$ cat src/rtl/seg7_rx_decoder.sv
// seg7_rx_decoder: samples a time-multiplexed active-low seven-segment bus,
// decodes each digit pattern back to a nibble, assembles NUM_DIGITS digits
// into a frame and offers it on a registered valid/ready output.
module seg7_rx_decoder #(
  parameter  int NUM_DIGITS = 6,
  localparam int IDX_W      = (NUM_DIGITS > 1) ? $clog2(NUM_DIGITS) : 1
) (
  input  logic                    clk,
  input  logic                    reset,
  input  logic [6:0]              leds,
  input  logic [IDX_W-1:0]        dig_idx,
  input  logic                    strobe,
  output logic [4*NUM_DIGITS-1:0] data,
  output logic [NUM_DIGITS-1:0]   data_err,
  output logic                    valid,
  input  logic                    ready,
  output logic                    overflow,
  input  logic                    clr_ovf
);

  localparam logic [IDX_W:0] NUM_DIGITS_W = (IDX_W + 1)'(NUM_DIGITS);

  typedef enum logic {
    ST_EMPTY,
    ST_FULL
  } state_e;

  state_e                  state_q, state_d;
  logic [4*NUM_DIGITS-1:0] stage_nib_q, stage_nib_d;
  logic [NUM_DIGITS-1:0]   stage_err_q, stage_err_d;
  logic [NUM_DIGITS-1:0]   seen_q, seen_d;
  logic [NUM_DIGITS-1:0]   seen_hit;
  logic [4*NUM_DIGITS-1:0] data_q, data_d;
  logic [NUM_DIGITS-1:0]   data_err_q, data_err_d;
  logic                    overflow_q, overflow_d;

  logic [3:0]              dec_nib;
  logic                    dec_err;
  logic                    idx_ok;
  logic                    frame_done;
  logic                    load;
  logic                    ovf_set;

  // Pattern-to-nibble decode (inverse of the hex encoder, 7'bgfedcba).
  always_comb begin
    dec_nib = 4'h0;
    dec_err = 1'b0;
    case (leds)
      7'b1000000: dec_nib = 4'h0;
      7'b1111001: dec_nib = 4'h1;
      7'b0100100: dec_nib = 4'h2;
      7'b0110000: dec_nib = 4'h3;
      7'b0011001: dec_nib = 4'h4;
      7'b0010010: dec_nib = 4'h5;
      7'b0000010: dec_nib = 4'h6;
      7'b1111000: dec_nib = 4'h7;
      7'b0000000: dec_nib = 4'h8;
      7'b0010000: dec_nib = 4'h9;
      7'b0001000: dec_nib = 4'hA;
      7'b0000011: dec_nib = 4'hB;
      7'b1000110: dec_nib = 4'hC;
      7'b0100001: dec_nib = 4'hD;
      7'b0000110: dec_nib = 4'hE;
      7'b0001110: dec_nib = 4'hF;
      default:    dec_err = 1'b1;
    endcase
  end

  // Staging: write the strobed digit, track which digits have arrived,
  // and flag the cycle in which the last missing digit lands.
  always_comb begin
    stage_nib_d = stage_nib_q;
    stage_err_d = stage_err_q;
    seen_hit    = seen_q;
    idx_ok      = strobe && ({1'b0, dig_idx} < NUM_DIGITS_W);
    for (int unsigned i = 0; i < NUM_DIGITS; i++) begin
      if (idx_ok && (dig_idx == i[IDX_W-1:0])) begin
        stage_nib_d[4*i +: 4] = dec_nib;
        stage_err_d[i]        = dec_err;
        seen_hit[i]           = 1'b1;
      end
    end
    frame_done = idx_ok && (&seen_hit);
    seen_d     = frame_done ? '0 : seen_hit;
  end

  // Output FSM: decide whether a completed frame is loaded, dropped or
  // whether the held frame is consumed.
  always_comb begin
    state_d = state_q;
    load    = 1'b0;
    ovf_set = 1'b0;
    case (state_q)
      ST_EMPTY: begin
        if (frame_done) begin
          load    = 1'b1;
          state_d = ST_FULL;
        end
      end
      ST_FULL: begin
        if (frame_done) begin
          if (ready) begin
            load = 1'b1;
          end else begin
            ovf_set = 1'b1;
          end
        end else if (ready) begin
          state_d = ST_EMPTY;
        end
      end
      default: state_d = ST_EMPTY;
    endcase
  end

  // Output registers: the frame is taken from the staging values that
  // include this cycle's strobe, so the last digit is not a cycle late.
  always_comb begin
    data_d     = data_q;
    data_err_d = data_err_q;
    if (load) begin
      data_d     = stage_nib_d;
      data_err_d = stage_err_d;
    end
    if (ovf_set) begin
      overflow_d = 1'b1;
    end else if (clr_ovf) begin
      overflow_d = 1'b0;
    end else begin
      overflow_d = overflow_q;
    end
  end

  // FSM state register.
  always_ff @(posedge clk or posedge reset) begin
    if (reset) begin
      state_q <= ST_EMPTY;
    end else begin
      state_q <= state_d;
    end
  end

  // Staging and output datapath registers.
  always_ff @(posedge clk or posedge reset) begin
    if (reset) begin
      stage_nib_q <= '0;
      stage_err_q <= '0;
      seen_q      <= '0;
      data_q      <= '0;
      data_err_q  <= '0;
      overflow_q  <= 1'b0;
    end else begin
      stage_nib_q <= stage_nib_d;
      stage_err_q <= stage_err_d;
      seen_q      <= seen_d;
      data_q      <= data_d;
      data_err_q  <= data_err_d;
      overflow_q  <= overflow_d;
    end
  end

  assign data     = data_q;
  assign data_err = data_err_q;
  assign valid    = (state_q == ST_FULL);
  assign overflow = overflow_q;

endmodule

$ cat config.mk
export PLATFORM = sky130hd
export DESIGN_NAME = seg7_rx_decoder
export DESIGN_NICKNAME = d
export VERILOG_FILES = /design/src/rtl/seg7_rx_decoder.sv
export SDC_FILE = /design/constraint.sdc
export NUM_CORES = 1
export LEC_CHECK = 0
export ABC_AREA = 1
export BUFFER_PORTS_ARGS = -buffer_cell sky130_fd_sc_hd__buf_2
export CAP_MARGIN = 0
export CORE_MARGIN = 2
export CORE_UTILIZATION = 50
export DETAILED_ROUTE_END_ITERATION = 8
export PLACE_DENSITY = 0.82
export RECOVER_POWER = 25
export SYNTH_ARGS = -nofsm -noshare
export SYNTH_HDL_FRONTEND = slang
export SYNTH_SLANG_ARGS = --single-unit
$ cat constraint.sdc
create_clock -name clk -period 3.85 [get_ports clk]
set_input_delay 0.1925 -clock clk [delete_from_list [all_inputs] [get_ports clk]]
set_output_delay 0.1925 -clock clk [all_outputs]
set_load 0.05 [all_outputs]
Word-level counts from Yosys, hierarchy flattened
Index checks and enable logic that the tools add are counted.

cells by class
  mux-type cells = 32
  bitwise operators = 1
  eq/ne operators = 20
  order comparisons = 1
  reduce and logical (&&, ||, !) cells = 13

operator list
  operator            count
  $pmux 4 s15         1
  $eq 7x7->1 const B  4
  $mux 4              6
  $mux 1              22
  $eq 7x5->1 const B  3
  $eq 7x6->1 const B  3
  $reduce_or 16->1    1
  $eq 7x2->1 const B  2
  $eq 7x4->1 const B  2
  $logic_and 1x1->1   8
  $eq 7x3->1 const B  1
  $logic_not 7->1     1
  $eq 3x2->1 const B  2
  $eq 3x3->1 const B  2
  $mux 6              1
  $reduce_and 6->1    1
  $pmux 1 s2          2
  $eq 3x1->1 const B  1
  $logic_not 3->1     1
  $lt 3x3->1 const B  1
  $reduce_bool 2->1   1
  $not 1->1           1

word-level totals
  bits in registers = 68
  input bits = 15
  output and inout port bits = 32

Longest topological paths before layout
  depth in word-level cells = 9
  depth in mapped cells = 12
  mapped depth without buffers = 11

Worst setup path before layout
Ideal clock, no wire load.

  path type = reg-to-reg
  start point = reg state_q (netlist: valid)
  end point = reg data_q[0] (netlist: data[0])
  setup slack = 2.476 ns
  period minus slack after synthesis = 1.374 ns
  setup time = 0.066 ns
  buffers on the path = 1
  data required time = 3.784 ns
  arrival time = 1.308 ns
  cell stages (with the launch flop) = 8
  path through = dfrtp_1 inv_1 nor2_1 nor2_4 inv_2 buf_6 nand2_1 nand2_1

on the way
  word-level cells in the longest chain between the ends = 2

ends and longest elaborated chain
  what                    line  text
  start, declared         28    state_e state_q, state_d;
  start signal, assigned  138   state_q <= state_d;
  $not 1->1               n/a
  $pmux 1 s2 (*)          93    case (state_q)
  end signal, assigned    155   data_q <= data_d;
  end, declared           33    logic [4*NUM_DIGITS-1:0] data_q, data_d;

Every way passes the cells marked *; elsewhere a longest branch is shown, timed or not.
A chain may end at the register's enable or synchronous reset.

Final worst setup path
  start point = in dig_idx[1]
  end point = reg data_err_q[2] (netlist: data_err[2])

on the way
  word-level cells in the longest chain between the ends = 8
  elaborated cells between the ends (all ways) = 26
  classes of those cells = order compare (1); eq/ne (5); mux (10); reduce/logical (10)

ends and longest elaborated chain
  what                       line     text
  start, declared            11       input logic [IDX_W-1:0] dig_idx,
  $lt 3x3->1                 75       idx_ok = strobe && ({1'b0, dig_idx} < NUM_DIGITS_W);
  $logic_and 1x1->1          75
  $logic_and 1x1->1          77       if (idx_ok && (dig_idx == i[IDX_W-1:0])) begin
  $mux 1                     77
  $reduce_and 6->1           83       frame_done = idx_ok && (&seen_hit);
  $logic_and 1x1->1          83
  $mux 1 (on tied branches)  101, 95
  $pmux 1 s2                 93
  end signal, assigned       156      data_err_q <= data_err_d;
  end, declared              34       logic [NUM_DIGITS-1:0] data_err_q, data_err_d;

Parallel ways exist; a longest one is shown, timed or not.

==> flow_summary.toml <==
[min_path]
hp-class = "in2reg"
hp-start = "clr_ovf"

[sta]
slew_viol_final = 42
max_slew_margin = -0.0234
fin_tns_setup_ns = 0
rsz0062_at_grt = "false"
finalCritPeriodShare = 0.531
setup_viol = 0
fmax_ghz = 0.489
hold_viol = 0
period_needed_ns = 2.05
finClkSkew_ns = 0.00582
tightestPinTransition_ns = 1.53

[drt]
drc_errors = 0
vias_per_cell = 5.12
drt_iter0_drc = 187
post_drt_wl_per_cell_um = 13.2
routed_wl_um = 6570
num_vias = 2545
drt-pass1-iter-count = 5
ant_nets = 0

[global_route]
grt_pass1_vias = 2408
grtUsageTotal = 0.215
gr-total-overflow = 0
grt_pass1_wl_um = 10800
grt_max_degree = 42
antenna_found_initial = 0

[critical_path]
worstPathArrival_ns = 2.27
critPathLaunchType = "input pin"
r2r_start = "seen_q[5]"
crit_start = "dig_idx[1]"
crit_type = "in2reg"
cp_max_fo = 31
critPathRequiredTime_ns = 4.08
end_kind = "register"

[cells_and_area]
multi_input_area_sq_mm = 0.00116
fin_nets = 432
area_delta_synth_final_pct = 13.8
nFillCells = 529
final_common_cell = "nand2_1"
num_antenna_cells = 0
utilization = 0.587
final_layout_size_suffix_gt1_frac = 0.199
final_cell_mix = "nand2_1, dfrtp_1, buf_2, nor2_1, nand3_1"
final-seq-area_sq_mm = 0.00170

[yosys]
ys_ff_latch = 68
ys_seq_area_frac = 0.557
syn_nets = 382
synth.area.top_cells = "dfrtp_1, nand2_1, nand3_1, nor2_1, inv_1"
yosys_warnings = 0
yosysTopAreaCell = "dfrtp_1"
synth_cells = 367
synth_area_per_cell_sq_um = 8.32
synth_top_area_frac = 0.557
syn_area_sq_mm = 0.00305
ys_types = 21

[cts]
cts_tree = "done"
postCtsHoldBufs = 0
clock_latency_ns = 0.34
clock_path_buffers = 2
cts_num_sinks = 68
htreeDepth = 3
numCtsBuffers = 9
cts-root-buf = "clkbuf_8"
cts_setup_buffers = 0
cts_resized = 0
clkTransAtPathRegs_ns = 0.07

[power_and_ir_drop]
pwr_density_cell_mw_per_mm2 = 699
peakVddDrop_v = 0.000503
leakage_nw = 1.93

[place]
port_buffers = 46
globalplace.congestion = 0.828
dp_hpwl_um = 4540

[floorplanning]
num_io_pins = 47
initial_core_util = 0.516
dieWidth_um = 82.2
die_area_sq_mm = 0.00675
die_h_um = 82.2
coreArea_sq_mm = 0.00592
rows = 28

[outcome]
status = "finished with violations"
violations = "capacitance limit, slew limit"

[job]
drv_cap = 1
==> cells by family after synthesis <==
logic type,after synthesis,share of synthesized area
AOI/OAI and AO/OA,30,0.0565
DFF,68,0.557
buffers and inverters,36,0.0619
and+or+nand+nor,233,0.324
==> cells in the mapped netlist <==
library cell	count
a21boi_0	1
a21boi_1	5
a21oi_1	7
a31oi_1	6
and2_1	6
and2_4	1
buf_2	1
buf_6	7
dfrtp_1	68
inv_1	25
inv_2	3
nand2_1	151
nand2_2	1
nand3_1	26
nor2_1	29
nor2_2	3
nor2_4	3
nor3_1	1
o21ai_0	10
o21ai_1	1
or2_2	12
==> worst paths after layout <==
check                                   to  slack [ns]  cells after the start
max reg2reg                    data_err[2]        1.85                      9
min in group asynchronous      data_err[0]        0.30                      2
max                            data_err[2]        1.80                     11
max in group asynchronous  stage_nib_q[19]        2.43                      3
min reg2reg                        data[7]        0.48                      2
min                               overflow        0.04                      2
==> power breakdown <==
group	leakage [nW]	switching [mW]	internal [mW]
Sequential	0.854	0.0820	0.909
Clock	0.0885	0.276	0.250
Combinational	0.991	0.692	0.222
Total	1.93	1.05	1.38
==> state kept, by name (all words and copies together), names as in the netlist <==
| signal | count |
|---|---|
| seen_q | 6 |
| stage_err_q | 6 |
| stage_nib_q | 24 |
| overflow | 1 |
| data_err | 6 |
| data | 24 |
| valid | 1 |
==> metrics by stage <==
stage / hold slack (ns) / area (sq um) / std cells / setup WS, ns / total power, mW
floorplan: 0.289 / 3050 / 367 / 1.95 / 1.73
finish: 0.0381 / 3470 / 497 / 1.80 / 2.43
CTS: 0.0348 / 3480 / 497 / 1.84 / 2.45
global placement: 0.379 / 3300 / 481 / 1.51 / 1.90
global route: 0.0635 / 3470 / 497 / 1.55 / 2.56
detailed placement: 0.398 / 3300 / 481 / 1.47 / 1.92
==> critical path, stage by stage <==
cell	delay, ns
buf_2	0.13
nor2_1	0.14
nand3_1	0.23
nand2_1	0.12
nand2_1	0.06
nor2_1	0.10
nand2_1	0.11
nor2_4	0.55
inv_2	0.43
nand2_1	0.15
nand2_1	0.06
==> area by class of cell <==
class / count / area share
well taps: 75 / 0.0270
clock inverters: 6 / 0.0112
inverters: 28 / 0.0302
repair buffers: 47 / 0.0681
multi-input cells: 263 / 0.334
clock buffers: 10 / 0.0396
flip-flops and latches: 68 / 0.490
==> per-layer routing <==
metal / global-route usage / wire [um] / vias to the layer above
met2: 0.326 / 3100 / 82
met5: 0 / 0 / -
met3: 0.0424 / 356 / 17
met1: 0.293 / 2970 / 1206
met4: 0.115 / 147 / 0
li1: - / - / 1240
Note: power is estimated with default switching activity, not from simulation.
